File: config.mk
export PLATFORM = sky130hd
export DESIGN_NAME = pico_sync
export DESIGN_NICKNAME = d
export VERILOG_FILES = /design/src/rtl/pico_sync.sv
export SDC_FILE = /design/constraint.sdc
export NUM_CORES = 1
export LEC_CHECK = 0
export BUFFER_PORTS_ARGS = -buffer_cell sky130_fd_sc_hd__buf_4
export CAP_MARGIN = 15
export CORE_UTILIZATION = 25
export DETAILED_ROUTE_END_ITERATION = 12
export SYNTH_ARGS = -nofsm -noshare
export SYNTH_HDL_FRONTEND = slang
export SYNTH_SLANG_ARGS = --single-unit
File: constraint.sdc
create_clock -name iclk -period 2.9 [get_ports iclk]
set_input_delay 0.29 -clock iclk [delete_from_list [all_inputs] [get_ports iclk]]
set_output_delay 0.29 -clock iclk [all_outputs]
set_load 0.01 [all_outputs]
File: src/rtl/pico_sync.sv
// pico_sync: serial-in register-bank front end, single clock domain.
//
// sclk and serial_in are sampled as asynchronous data through SYNC_STAGES-deep
// synchronisers. Each synchronised sclk rise shifts one bit (MSB first) into a
// DATA_W-bit word. The first word of a transaction is a header. Its MSB
// selects read (1) or write (0), and its low ADDR_W bits give the start
// address. Each later word produces either a write strobe or a read-load
// request, and the address pointer advances after each one. If sclk stays
// idle for TIMEOUT_CYCLES iclk cycles, the transaction ends.
//
// Legal parameter ranges: DATA_W >= 4, ADDR_W <= DATA_W-1,
// TIMEOUT_CYCLES >= 2, SYNC_STAGES >= 2.
//
// Ports
//   iclk               sole clock
//   rstn               asynchronous active-low reset
//   sclk, serial_in    serial clock / data (asynchronous inputs)
//   write_data         last written word, held between writes
//   wr_en              one-cycle write strobe (write_data + pointer valid)
//   rd_req             one-cycle request to load register[pointer] for readout
//   mux_control_signal current address pointer
//   msg_flag           one-cycle pulse per completed word (header included)
//   sclk_stop_rstn     active-low one-cycle pulse on idle timeout
//   busy               transaction in progress
module pico_sync #(
  parameter int DATA_W         = 8,
  parameter int ADDR_W         = 7,
  parameter int ADDR_MAX       = 2**ADDR_W-1,
  parameter int TIMEOUT_CYCLES = 7,
  parameter int SYNC_STAGES    = 2
) (
  input  logic              iclk,
  input  logic              rstn,
  input  logic              sclk,
  input  logic              serial_in,
  output logic [DATA_W-1:0] write_data,
  output logic              wr_en,
  output logic              rd_req,
  output logic [ADDR_W-1:0] mux_control_signal,
  output logic              msg_flag,
  output logic              sclk_stop_rstn,
  output logic              busy
);
  localparam int CNT_W  = $clog2(DATA_W);
  localparam int IDLE_W = $clog2(TIMEOUT_CYCLES+1);
  localparam logic [CNT_W-1:0]  LAST_BIT = CNT_W'(DATA_W-1);
  localparam logic [IDLE_W-1:0] IDLE_MAX = IDLE_W'(TIMEOUT_CYCLES);
  localparam logic [ADDR_W-1:0] PTR_MAX  = ADDR_W'(ADDR_MAX);

  typedef enum logic [1:0] {S_HDR, S_WR, S_RD} state_t;

  state_t              state_q, state_d;
  logic [SYNC_STAGES-1:0] sclk_sync_q, sclk_sync_d, sin_sync_q, sin_sync_d;
  logic                sclk_prev_q, sclk_prev_d;
  logic [CNT_W-1:0]    bit_cnt_q, bit_cnt_d;
  // Only DATA_W-1 bits are kept: the oldest bit is shifted out when the word completes.
  logic [DATA_W-2:0]   shreg_q, shreg_d;
  logic [IDLE_W-1:0]   idle_q, idle_d;
  logic [ADDR_W-1:0]   ptr_q, ptr_d;
  logic [DATA_W-1:0]   wdata_q, wdata_d;
  logic                wr_en_q, wr_en_d;
  logic                rd_req_q, rd_req_d;
  logic                msg_q, msg_d;
  logic                stop_n_q, stop_n_d;
  // The write pointer advances one cycle after the strobe, so the strobe sees the old address.
  logic                adv_q, adv_d;

  logic                sclk_s, sin_s, rise, busy_w;
  logic [DATA_W-1:0]   word;

  function automatic logic [ADDR_W-1:0] ptr_inc(input logic [ADDR_W-1:0] p);
    return (p == PTR_MAX) ? '0 : p + 1'b1;
  endfunction

  assign sclk_sync_d = {sclk_sync_q[SYNC_STAGES-2:0], sclk};
  assign sin_sync_d  = {sin_sync_q[SYNC_STAGES-2:0], serial_in};
  assign sclk_s      = sclk_sync_q[SYNC_STAGES-1];
  assign sin_s       = sin_sync_q[SYNC_STAGES-1];
  assign sclk_prev_d = sclk_s;
  assign rise        = sclk_s & ~sclk_prev_q;
  assign busy_w      = (state_q != S_HDR) || (bit_cnt_q != '0);

  always_comb begin
    state_d   = state_q;
    bit_cnt_d = bit_cnt_q;
    shreg_d   = shreg_q;
    idle_d    = idle_q;
    ptr_d     = ptr_q;
    wdata_d   = wdata_q;
    wr_en_d   = 1'b0;
    rd_req_d  = 1'b0;
    msg_d     = 1'b0;
    stop_n_d  = 1'b1;
    adv_d     = 1'b0;
    word      = {shreg_q, sin_s};

    if (adv_q) ptr_d = ptr_inc(ptr_q);

    // A rise takes priority over a timeout that would fire on the same edge.
    if (rise) begin
      idle_d  = '0;
      shreg_d = word[DATA_W-2:0];
      if (bit_cnt_q == LAST_BIT) begin
        bit_cnt_d = '0;
        msg_d     = 1'b1;
        case (state_q)
          S_HDR: begin
            ptr_d = word[ADDR_W-1:0];
            if (word[DATA_W-1]) begin
              state_d  = S_RD;
              rd_req_d = 1'b1;
            end else begin
              state_d  = S_WR;
            end
          end
          S_WR: begin
            wdata_d = word;
            wr_en_d = 1'b1;
            adv_d   = 1'b1;
          end
          S_RD: begin
            ptr_d    = ptr_inc(ptr_q);
            rd_req_d = 1'b1;
          end
          default: state_d = S_HDR;
        endcase
      end else begin
        bit_cnt_d = bit_cnt_q + 1'b1;
      end
    end else if (busy_w) begin
      // After a timeout busy drops and idle_q holds, so it cannot re-fire until a new rise.
      if (idle_q == IDLE_MAX) begin
        state_d   = S_HDR;
        bit_cnt_d = '0;
        shreg_d   = '0;
        stop_n_d  = 1'b0;
      end else begin
        idle_d = idle_q + 1'b1;
      end
    end
  end

  always_ff @(posedge iclk or negedge rstn) begin
    if (!rstn) begin
      state_q     <= S_HDR;
      sclk_sync_q <= '0;
      sin_sync_q  <= '0;
      sclk_prev_q <= 1'b0;
      bit_cnt_q   <= '0;
      shreg_q     <= '0;
      idle_q      <= '0;
      ptr_q       <= '0;
      wdata_q     <= '0;
      wr_en_q     <= 1'b0;
      rd_req_q    <= 1'b0;
      msg_q       <= 1'b0;
      stop_n_q    <= 1'b1;
      adv_q       <= 1'b0;
    end else begin
      state_q     <= state_d;
      sclk_sync_q <= sclk_sync_d;
      sin_sync_q  <= sin_sync_d;
      sclk_prev_q <= sclk_prev_d;
      bit_cnt_q   <= bit_cnt_d;
      shreg_q     <= shreg_d;
      idle_q      <= idle_d;
      ptr_q       <= ptr_d;
      wdata_q     <= wdata_d;
      wr_en_q     <= wr_en_d;
      rd_req_q    <= rd_req_d;
      msg_q       <= msg_d;
      stop_n_q    <= stop_n_d;
      adv_q       <= adv_d;
    end
  end

  assign write_data         = wdata_q;
  assign wr_en              = wr_en_q;
  assign rd_req             = rd_req_q;
  assign mux_control_signal = ptr_q;
  assign msg_flag           = msg_q;
  assign sclk_stop_rstn     = stop_n_q;
  assign busy               = busy_w;

endmodule

==> results.toml <==
[outcome]
status = "finished, final reports clean"

[logic_synthesis]
synth_warnings = 0
synth_top_family_by_area = "compound AO/OA/AOI/OAI gates"
ys_ff_latch = 39
synth_cells = 152
synthAdderAreaFrac_pct = 6.13
synth_seq_area_share_pct = 53.2
synthFlopType = "dfrtp_1"
syn_nets = 165
synth_simple_gate_area_share_pct = 10.8
synth-xor-area-share_pct = 3.82
synth_edf_count = 0
ys_types = 41
syn-mean-instance-area_um2 = 12.1
ys_async_sr_fraction_pct = 100
syn_area_um2 = 1840
synth.area.mux_share_pct = 8.25
synth-compound-area-share_pct = 14.0

[timing]
fin_tns_setup_ps = 0
worst_slew_pin_slew_ps = 576
rsz0062_at_grt = "false"
slew-limit-headroom_pct = 61.5
hold_viol = 0
finClkSkew_ps = 6.79
setup_viol = 0
drv_slew = 0
period_share_pct = 67.2
min_period_ps = 1950
max_clock_freq_mhz = 513
whs_ps = 101

[critical_path]
start_kind = "flop"
path_depth = 4
worstPathCellList = "inv_1 -> ha_1 -> nand3b_1 -> buf_4"
crit_path_max_incr_delay_ps = 430
rrSetupSlack_ps = 1020
cp_top_family = "adder cells"
crit_buf_inv = 2
crit_type = "reg2out"
critPathSlowestCell = "ha_1"
rr_startpoint = "state_q[0]"
reg2reg_depth = 6
arrival_ps = 1660
critPathCaptureType = "output pin"
cp.required_ps = 2610
worstReg2RegEnd = "mux_control_signal[5]"
cp_max_fo = 12

[min_path]
hold_end = "sclk_sync_q[0]"
hold_start = "sclk"
min_path_type = "in2reg"
holdPathStages = 1

[global_route]
busiest_layer = "met1"
use_met1_pct = 16.0
use_met3_pct = 3.58
grt_pass1_wl_um = 6230
antenna_found_initial = 0
met2_usage_pct = 14.5
grt_max_degree = 40
grt.total_usage_pct = 10.8
grt_pass1_vias = 1193
overflow = 0

[finish]
fillCellCount = 719
drive_gt1_share_pct = 27.1
seq_area_um2 = 977
area_growth_pct = 19.1
diodes = 0
postLayoutCellArea_um2 = 2190
layout_common_cells = "38 x dfrtp_1, 24 x buf_4, 9 x mux2_2, 9 x ha_1"
final_common_cell = "dfrtp_1"
finalNonFillerCells = 273
finalNetCount = 190
multiInputGateArea_um2 = 790

[power_and_ir_drop]
p_total_mw = 1.69
leakage_nw = 1.03
powerDensity_nw_per_um2 = 772
peakVddDrop_v = 0.000174

[clock_network]
cts_made_buffers = 5
h-tree-depth = 2
ctsLongestPathBuffers = 2
postCtsSetupBuffers = 0
clk_pin_slew_ps = 80
cts_sinks = 39
clk-insertion-delay-late_ps = 290
cts_root_buf = "clkbuf_8"
cts_tree = "done"

[route]
drc_errors = 0
via_count = 1280
drt-total-wl_um = 3760
final_antenna_net_count = 0
drtIter0Drc = 68
dr.pass1.iters = 4
vias_per_cell = 4.69
wl_per_cell_um = 13.8

[die]
pin_count = 24
die_h_um = 87.7
dieArea_um2 = 7690
rows = 30
die_x_um = 87.7
start_util_pct = 26.4
core_um2 = 6940

[placed_design]
placedInstanceArea_um2 = 2090
gp_congestion = 0.801
placed_cells = 265
io_buffers = 23
dp_hpwl_um = 2590

[job]
maxCapViolations = 0
[sequential cells by signal (all words and copies together), names as in the netlist, 2 cells and up]
register and flops:
state_q 2, sclk_sync_q 2, sin_sync_q 2, bit_cnt_q 3
write_data 8, shreg_q 7, mux_control_signal 7, idle_q 3
[worst max-delay path by stage]
stage | from | endpoint | slack (ps)
after CTS | state_q[0] | busy | 940
after global placement | state_q[0] | mux_control_signal[5] | 1130
final | state_q[0] | busy | 950
after floorplan | bit_cnt_q[0] | write_data[0] | 1340
after global routing | state_q[0] | busy | 790
after detailed placement | state_q[0] | mux_control_signal[5] | 1040
[through the flow]
stage                     worst slack, ps  util (%)
after CTS                             942      31.5
after detailed placement             1040      30.1
after floorplan                      1340         -
final                                 951      31.5
after global placement               1130      30.1
after global routing                  795      31.5
[routing by layer]
layer | routed length (um) | up-vias | part of all wire [%]
met5 | 0 | - | 0
met4 | 53 | 0 | 1.4
met3 | 156 | 4 | 4.1
met2 | 1560 | 35 | 41
met1 | 1990 | 635 | 53
li1 | - | 606 | -
[layout make-up]
type / instances / area share, %
repair buffers: 25 / 8.70
well taps: 96 / 5.50
clock buffers: 5 / 3.15
flip-flops and latches: 39 / 44.7
clock inverters: 2 / 0.630
inverters: 7 / 1.20
multi-input cells: 99 / 36.1
[Yosys cell counts, types with 2 or more instances]
cell type  number  area share, %
a22oi_1         3            1.2
mux2_2          9            5.5
nand2_1         6            1.2
xnor2_1         4            1.9
nand4_1         2           0.68
mux2i_1         5            2.7
a21oi_1         5            1.4
nor2_1          7            1.4
xor2_1          4            1.9
buf_2           4            1.1
o22ai_1         5            1.7
a2bb2oi_1       2           0.95
a22o_1          8            3.8
dfrtp_1        38             52
o211ai_1        2           0.82
nand3_1         8            2.2
ha_1            9            6.1
nand3b_1        3            1.2
inv_1           6            1.2
[timing repair]
item,CTS,global route
resized for setup,0,0
hold buffers,1,0
hold endpoints to repair,38,0
[where the power goes]
group / internal, mW / switching (mW)
clock network: 0.165 / 0.196
logic: 0.271 / 0.241
registers: 0.666 / 0.149
total: 1.10 / 0.586
[cells by family after synthesis]
kind of cell | after synthesis
AND/OR/NAND/NOR | 34
AO/OA/AOI/OAI | 34
multiplexers | 14
XOR/XNOR | 8
adder cells (fa/ha/maj) | 9
buffers and inverters | 14
flip-flops | 39
Power figures use the tool's default switching activity.
